File: src/rtl/mnist_frame_feeder.sv
// mnist_frame_feeder: buffers one binarised 28x28 frame from a byte stream and
// replays it into the classifier ui_in bus with a per-byte load strobe.
// Revision: 1.0
`default_nettype none

module mnist_frame_feeder #(
  parameter int FRAME_BYTES   = 98,
  parameter int SETTLE_CYCLES = 2
) (
  input  logic       clk,
  input  logic       rst_n,
  input  logic [7:0] in_data_i,
  input  logic       in_valid_i,
  output logic       in_ready_o,
  input  logic       start_i,
  input  logic       clear_i,
  output logic [7:0] ui_in_o,
  output logic       load_o,
  output logic       frame_ready_o,
  output logic       busy_o,
  output logic       done_o
);

  localparam int PW = $clog2(FRAME_BYTES);
  localparam int CW = $clog2(SETTLE_CYCLES + 1);
  localparam logic [PW-1:0] C_LAST_PTR   = PW'(FRAME_BYTES - 1);
  localparam logic [CW-1:0] C_SETTLE_END = CW'(SETTLE_CYCLES);

  typedef enum logic [1:0] {
    S_FILL   = 2'd0,
    S_FULL   = 2'd1,
    S_STREAM = 2'd2,
    S_SETTLE = 2'd3
  } state_e;

  state_e          state_q, state_d;
  logic [PW-1:0]   wr_ptr_q, wr_ptr_d;
  logic [PW-1:0]   rd_ptr_q, rd_ptr_d;
  logic [CW-1:0]   settle_q, settle_d;
  logic [7:0]      ui_in_q, ui_in_d;
  logic            load_q, load_d;
  logic            busy_q, busy_d;
  logic            done_q, done_d;
  logic            frame_ready_q, frame_ready_d;
  logic [7:0]      mem_q [FRAME_BYTES];
  logic            wr_en;

  assign wr_en = (state_q == S_FILL) && in_valid_i;

  // Frame storage is deliberately left out of reset so a held frame costs no reset fan-out.
  always_ff @(posedge clk) begin
    if (rst_n && wr_en) begin
      mem_q[wr_ptr_q] <= in_data_i;
    end
  end

  always_ff @(posedge clk) begin
    if (!rst_n) begin
      state_q       <= S_FILL;
      wr_ptr_q      <= '0;
      rd_ptr_q      <= '0;
      settle_q      <= '0;
      ui_in_q       <= 8'h00;
      load_q        <= 1'b0;
      busy_q        <= 1'b0;
      done_q        <= 1'b0;
      frame_ready_q <= 1'b0;
    end else begin
      state_q       <= state_d;
      wr_ptr_q      <= wr_ptr_d;
      rd_ptr_q      <= rd_ptr_d;
      settle_q      <= settle_d;
      ui_in_q       <= ui_in_d;
      load_q        <= load_d;
      busy_q        <= busy_d;
      done_q        <= done_d;
      frame_ready_q <= frame_ready_d;
    end
  end

  always_comb begin
    state_d       = state_q;
    wr_ptr_d      = wr_ptr_q;
    rd_ptr_d      = rd_ptr_q;
    settle_d      = settle_q;
    ui_in_d       = 8'h00;
    load_d        = 1'b0;
    busy_d        = 1'b0;
    done_d        = 1'b0;
    frame_ready_d = 1'b0;
    case (state_q)
      S_FILL: begin
        if (in_valid_i) begin
          if (wr_ptr_q == C_LAST_PTR) begin
            wr_ptr_d      = '0;
            state_d       = S_FULL;
            frame_ready_d = 1'b1;
          end else begin
            wr_ptr_d = wr_ptr_q + PW'(1);
          end
        end
      end
      S_FULL: begin
        frame_ready_d = 1'b1;
        if (clear_i) begin
          state_d       = S_FILL;
          wr_ptr_d      = '0;
          frame_ready_d = 1'b0;
        end else if (start_i) begin
          state_d       = S_STREAM;
          rd_ptr_d      = '0;
          busy_d        = 1'b1;
          frame_ready_d = 1'b0;
        end
      end
      S_STREAM: begin
        busy_d  = 1'b1;
        load_d  = 1'b1;
        ui_in_d = mem_q[rd_ptr_q];
        if (rd_ptr_q == C_LAST_PTR) begin
          rd_ptr_d = '0;
          settle_d = '0;
          state_d  = S_SETTLE;
        end else begin
          rd_ptr_d = rd_ptr_q + PW'(1);
        end
      end
      S_SETTLE: begin
        // The first SETTLE edge only drops load, so the exit comes one count later.
        if (settle_q == C_SETTLE_END) begin
          settle_d      = '0;
          done_d        = 1'b1;
          frame_ready_d = 1'b1;
          state_d       = S_FULL;
        end else begin
          busy_d   = 1'b1;
          settle_d = settle_q + CW'(1);
        end
      end
      default: begin
        state_d = S_FILL;
      end
    endcase
  end

  assign in_ready_o    = (state_q == S_FILL);
  assign ui_in_o       = ui_in_q;
  assign load_o        = load_q;
  assign busy_o        = busy_q;
  assign done_o        = done_q;
  assign frame_ready_o = frame_ready_q;

endmodule

`default_nettype wire

File: config.mk
export PLATFORM = sky130hd
export DESIGN_NAME = mnist_frame_feeder
export DESIGN_NICKNAME = d
export VERILOG_FILES = /design/src/rtl/mnist_frame_feeder.sv
export SDC_FILE = /design/constraint.sdc
export NUM_CORES = 1
export LEC_CHECK = 0
export ABC_AREA = 1
export BUFFER_PORTS_ARGS = -buffer_cell sky130_fd_sc_hd__buf_2
export CAP_MARGIN = 0
export CORE_UTILIZATION = 50
export DETAILED_ROUTE_END_ITERATION = 10
export PLACE_DENSITY_LB_ADDON = 0.25
export RECOVER_POWER = 100
export SYNTH_ARGS = -nofsm -noshare
export SYNTH_HDL_FRONTEND = slang
export SYNTH_SLANG_ARGS = --single-unit
File: constraint.sdc
create_clock -name clk -period 2.2 [get_ports clk]
set_input_delay 0.44 -clock clk [delete_from_list [all_inputs] [get_ports clk]]
set_output_delay 0.44 -clock clk [all_outputs]
set_load 0.03 [all_outputs]
==> results of run 1 <==
==> cells in the final DEF (no fill, tap or decap), drive strengths merged <==
cell type	n
inv	361
a211o	1
or2	1
bufinv	8
clkinvlp	2
o21ai	161
nand2	1091
nand3	282
a211oi	2
a21oi	65
nor3	6
o21a	1
nand4	6
o21bai	4
xor2	2
nor2	351
dfxtp	30
clkbuf	182
nor3b	4
edfxtp	784
ha	10
clkinv	35
a21boi	1
buf	118
==> critical path: cells and delay by family (launching register included) <==
kind / cells / cell delay, ns
DFF: 1 / 0.43
buffers and inverters: 2 / 0.39
and+or+nand+nor: 9 / 0.86
AOI/OAI and AO/OA: 1 / 0.29
==> power breakdown <==
| part | switching, W | total (W) | internal (W) |
|---|---|---|---|
| sequential | 0.000144 | 0.0173 | 0.0171 |
| combinational | 0.00662 | 0.00965 | 0.00303 |
| clock | 0.00574 | 0.0140 | 0.00827 |
| total | 0.0125 | 0.0409 | 0.0284 |
==> kinds of logic after synthesis <==
logic type / Yosys count / synth area share, %
fa+ha+maj: 10 / 0.361
flops: 814 / 69.7
compound gates: 235 / 3.46
simple gates: 1741 / 20.0
buf+inv: 524 / 6.36
xor+xnor: 2 / 0.0506
==> flip-flops by register name, summed over array words and instances (netlist names) <==
signal	flops
ui_in_o	8
frame_ready_o	1
done_o	1
state_q	2
busy_o	1
settle_q	2
load_o	1
mem_q	784
wr_ptr_q	7
rd_ptr_q	7
==> final cells by class <==
class	instances	area [um2]	area share, %
Sequential cell	814	24200	60.8
Clock inverter	44	414	1.04
Clock buffer	106	2290	5.76
Tap cell	931	1160	2.93
Multi-Input combinational cell	1988	8620	21.7
Inverter	362	1380	3.46
Timing Repair Buffer	194	1710	4.30
==> routing by layer <==
layer / GRT usage (%) / share of wire (%) / vias to the layer above
li1: - / - / 11100
met1: 32.9 / 40 / 11400
met2: 41.2 / 48 / 933
met3: 4.21 / 7.6 / 183
met4: 9.72 / 3.8 / 0
met5: 0 / 0 / -
==> how the worst max path moves through the flow <==
stage / startpoint / end / slack [ns] / depth (start not counted)
2_1_floorplan: state_q[0] / mem_q[17][0] / 0.02 / 7
3_3_place_gp: rd_ptr_q[0] / ui_in_o[7] / -0.06 / 11
3_5_place_dp: rd_ptr_q[0] / ui_in_o[7] / -0.05 / 11
4_1_cts: rd_ptr_q[0] / ui_in_o[6] / 0.02 / 12
5_1_grt: rd_ptr_q[0] / ui_in_o[7] / 0.0003 / 11
6_report: rd_ptr_q[0] / ui_in_o[7] / 0.06 / 12
==> stage by stage <==
step | total power, W | hold slack [ns] | std cells
2_1_floorplan | 0.0237 | 0.441 | 3326
3_3_place_gp | 0.0268 | 0.449 | 4281
3_5_place_dp | 0.0269 | 0.476 | 4281
4_1_cts | 0.0408 | 0.174 | 4431
5_1_grt | 0.0427 | 0.250 | 4439
6_report | 0.0409 | 0.263 | 4439
==> what timing repair did <==
item	4_1_cts	5_1_grt
pin swaps	0	0
endpoints found under the hold margin	0	0
resized for setup	3	17
gates cloned	0	3
setup endpoints to repair	1	170
setup buffers	0	5
==> impl_metrics.yaml, run 1 <==
grt:
  grt_pass1_wl_mm: 133
  antenna_found_initial: 0
  track_usage_pct: 24.9
  grt_pass1_vias: 23400
  globalRoute.totalOverflow: 0
  grt_start_max_net_pins: 99
sta:
  setup_ws_ns: 0.0634
  fin_skew_ns: 0.0273
  maxSlewViolCount: 29
  max_freq_mhz: 468
  layout_min_cycle_time_ns: 2.14
  setup_viol: 0
  fin_crit_sh_pct: 97.1
  worst_pin_slew_ns: 1.63
  hold_viol_final: 0
  rsz0062_at_grt: "false"
  setup-tns-final_ns: 0
  slew_headroom_pct: -8.59
power:
  power_density_nw_per_um2: 1030
  peakVddDrop_v: 0.000836
  p_leak_nw: 15.8
floorplanning:
  die-area_um2: 70300
  die_y_um: 265
  row_count: 96
  die_x_um: 265
  core_area_um2: 68600
  floorplan.initialDensity_pct: 50.5
  io_pins: 26
yosys:
  synth_seq_cells: 814
  synth_cells: 3326
  synth.avg_cell_area_um2: 10.4
  synth-edff-count: 784
  syn-cell-area_um2: 34600
  yosysMostFrequentCell: "nand2_1"
  synth_common_cells: "nand2_1 (1,091), edfxtp_1 (784), inv_1 (358), nor2_1 (350), nand3_1 (282)"
  synth_nets: 3349
  ys_types: 31
  synth_top_area_share_pct: 68.0
  synth-main-ff-cell: "edfxtp_1"
  async_flop_share_pct: 0
  yosysTopAreaCell: "edfxtp_1"
  yosysSeqAreaShare_pct: 69.7
  synth.area.top_cells: "edfxtp_1 (68%), nand2_1 (12%), nand3_1 (4.1%), inv_1 (3.9%), nor2_1 (3.8%)"
  synth_warnings: 0
finish:
  diodes: 0
  nFillCells: 5648
  area_delta_synth_final_pct: 14.7
  final_nets: 3467
  layout-drive-gt1-share_pct: 9.89
  fin_util_pct: 57.9
  stdcell_area_um2: 39700
route:
  viasPerCell: 5.34
  drc: 0
  vias: 23700
  post_drt_wl_per_cell_um: 19.6
  drt_iter0_markers: 2482
  dr.pass1.iters: 5
  routed_wl_mm: 87.0
  ant_nets: 0
placement:
  portBuffers: 25
  placed_area_um2: 37100
  place_hpwl_mm: 52.8
  dp_slack_ns: -0.0533
  gp_congestion: 0.866
clocking:
  clk_pin_slew_ns: 0.06
  clock_latency_ns: 0.63
  hold_buffers: 0
  cts.sinks: 814
  clock-root-buffer: "clkbuf_16"
  htree_levels: 3
  clock_path_buffers: 3
  numCtsBuffers: 84
  cts_tree: "done"
worst_hold_path:
  hold_depth: 4
  hold_class: "in -> reg"
  min_to: "state_q[1]"
  worstHoldStart: "rst_n"
worst_setup_path:
  slowest_delay_ns: 0.43
  startpoint_type: "flop"
  r2r-end: "ui_in_o[7]"
  critPathArrivalTime_ns: 2.65
  reg2reg_depth: 12
  reg2reg_from: "rd_ptr_q[0]"
  cp_max_fo: 48
  crit_chain: "clkinv_8, buf_8, nand2_1, nand2_1, nand2_1, nand2_1, nand2_1, nand2_1, o21ai_0, nand3_1, nor2_1, nor2_1"
  reg2reg_slack_ns: 0.06
  cp.required_ns: 2.72
  crit_type: "reg -> reg"
  crit_path_end_kind: "flop"
  slowest_stage: "dfxtp_4"
  path_common_cell: "nand2_1"
status:
  violations: "max-capacitance violations, max-slew violations"
  status: "finished, violations left"
run:
  cap_violations: 1
(Power assumes the default switching activity.)
==> inputs of run 2 (changes only) <==
--- a/config.mk
+++ b/config.mk
@@ -11,7 +11,6 @@
 export CORE_UTILIZATION = 50
 export DETAILED_ROUTE_END_ITERATION = 10
 export PLACE_DENSITY_LB_ADDON = 0.25
-export RECOVER_POWER = 100
 export SYNTH_ARGS = -nofsm -noshare
 export SYNTH_HDL_FRONTEND = slang
 export SYNTH_SLANG_ARGS = --single-unit
==> constraint.sdc (replaced) <==
create_clock -name clk -period 2.28 [get_ports clk]
set_input_delay 0.456 -clock clk [delete_from_list [all_inputs] [get_ports clk]]
set_output_delay 0.456 -clock clk [all_outputs]
set_load 0.03 [all_outputs]
==> run 2 against run 1 <==
Compared with the run above: the flow now finishes without violations; global-route usage about the same; non-clock buffer count rose by 29; die area unchanged; count of clock-buffer cells in the layout grew 4; fmax fell by 3.8%; utilization up 0.15 points; clock skew is essentially flat; critical path depth is 1 lower; largest cell class unchanged.
==> impl_metrics.yaml, run 2 (synthesized netlist as in run 1, its figures left out) <==
finish:
  final_common_cell: "nand2_1"
  area_delta_synth_final_pct: 15.0
  final_nets: 3496
  nFillCells: 5627
  layout_common_cells: "nand2_1 (1,091), edfxtp_1 (784), inv_1 (357)"
  stdcell_area_um2: 39800
  fin_util_pct: 58.1
  fin_cells: 4470
  layout-drive-gt1-share_pct: 10.5
  largest_reg_flops: 784
  diodes: 0
  top_register: "mem_q"
placement:
  portBuffers: 25
  gp_congestion: 0.872
  place_hpwl_mm: 53.4
  placed_area_um2: 37000
  place_inst: 4308
grt:
  grt_start_max_net_pins: 133
  antenna_found_initial: 0
  track_usage_pct: 24.9
  grt_pass1_wl_mm: 134
  grt_pass1_vias: 23100
  globalRoute.totalOverflow: 0
route:
  viasPerCell: 5.32
  routed_wl_mm: 88.2
  drc: 0
  drt_iter0_markers: 2546
  wl_met1_mm: 36.9
  dr.pass1.iters: 6
  wl_met3_mm: 6.94
  wl_met2_mm: 42.0
  top_layer: "met4"
  post_drt_wl_per_cell_um: 19.7
  ant_nets: 0
  vias: 23800
worst_hold_path:
  hold_class: "in -> reg"
clocking:
  clk_pin_slew_ns: 0.06
  clock_latency_ns: 0.65
  clock-root-buffer: "clkbuf_16"
  htree_levels: 3
  clock_path_buffers: 3
  cts_tree: "done"
  cts.sinks: 814
  numCtsBuffers: 82
power:
  p_leak_nw: 16.0
  peakVddDrop_v: 0.000636
  power_density_nw_per_um2: 971
floorplanning:
  die_y_um: 265
  floorplan.initialDensity_pct: 50.5
  io_pins: 26
  die-area_um2: 70300
  core_area_um2: 68600
  die_x_um: 265
  row_count: 96
sta:
  setup_viol: 0
  rsz0062_at_grt: "true"
  worst_pin_slew_ns: 0.661
  layout_min_cycle_time_ns: 2.22
  holdWs_ns: 0.221
  fin_crit_sh_pct: 97.4
  maxSlewViolCount: 0
  hold_viol_final: 0
  setup-tns-final_ns: 0
  fin_skew_ns: 0.0274
  slew_headroom_pct: 55.7
  max_freq_mhz: 450
status:
  status: "finished, final reports clean"
worst_setup_path:
  critPathArrivalTime_ns: 2.80
  crit_chain: "buf_16, nand2_1, nand2_1, nand2_1, a21oi_1, nor2_1, nand2_1, nand3_1, nand2_1, nand2_1, nor2_1"
  slowest_delay_ns: 0.52
  path_common_cell: "nand2_1"
  reg2reg_slack_ns: 0.06
  startpoint_type: "flop"
  slowest_stage: "dfxtp_4"
  crit_path_end_kind: "flop"
  crit_type: "reg -> reg"
  cp_max_fo: 105
  cp.required_ns: 2.86
run:
  cap_violations: 0
[run 2: cell count changes in the layout (fill, tap and decap cells not counted), sizes merged]
cell	previous run	this run
buf	118	221
bufinv	8	4
clkbuf	182	112
clkinv	35	36
clkinvlp	2	0
inv	361	364
[run 2: what timing repair did]
action / 4_1_cts / 5_1_grt
resized for setup: 1 / 32
setup endpoints to repair: 2 / 492
setup buffers: 0 / 7
cloned: 0 / 5
pin swaps: 0 / 2
hold buffers: 0 / 0
[run 2: worst paths after layout]
kind,startpoint,endpoint,cells past startpoint
setup / recovery,rd_ptr_q[0],ui_in_o[0],11
hold / removal,in_data_i[1],mem_q[59][1],1
setup reg to reg,rd_ptr_q[0],ui_in_o[0],11
hold reg to reg,settle_q[0],settle_q[0],2
[run 2: routing by layer]
metal,global-route usage [%],vias to the layer above
li1,-,11200
met1,34.6,11500
met2,40.6,957
met3,3.77,144
met4,7.73,0
met5,0,-
[run 2: layout make-up]
| class | count | area, um2 | share of cell area, % |
|---|---|---|---|
| flip-flops and latches | 814 | 24200 | 60.6 |
| multi-input cells | 1988 | 8420 | 21.1 |
| clock buffers | 110 | 2230 | 5.59 |
| repair buffers | 223 | 2140 | 5.37 |
| inverters | 362 | 1390 | 3.49 |
| well taps | 931 | 1160 | 2.92 |
| clock inverters | 40 | 315 | 0.792 |
| repair inverters | 2 | 22.5 | 0.0565 |
[run 2: power breakdown]
part	internal, W	switching [W]	leakage [nW]	total (W)
sequential	0.0165	0.000142	7.29	0.0166
combinational	0.00288	0.00636	7.46	0.00924
clock	0.00732	0.00549	1.25	0.0128
[run 2: through the flow]
| stage | worst slack (ns) | total power [W] |
|---|---|---|
| floorplan | -0.118 | 0.0228 |
| detailed placement | -0.0144 | 0.0257 |
| CTS | 0.00112 | 0.0384 |
| global placement | 0.0108 | 0.0255 |
| finish | 0.0585 | 0.0387 |
| global route | -0.0393 | 0.0404 |
[run 2: worst max-delay path: cells and delay by family, from the launching register on]
kind,cells,cell delay (ns)
flip-flops,1,0.52
AO/OA/AOI/OAI,1,0.26
buffers and inverters,1,0.37
AND/OR/NAND/NOR,9,0.95
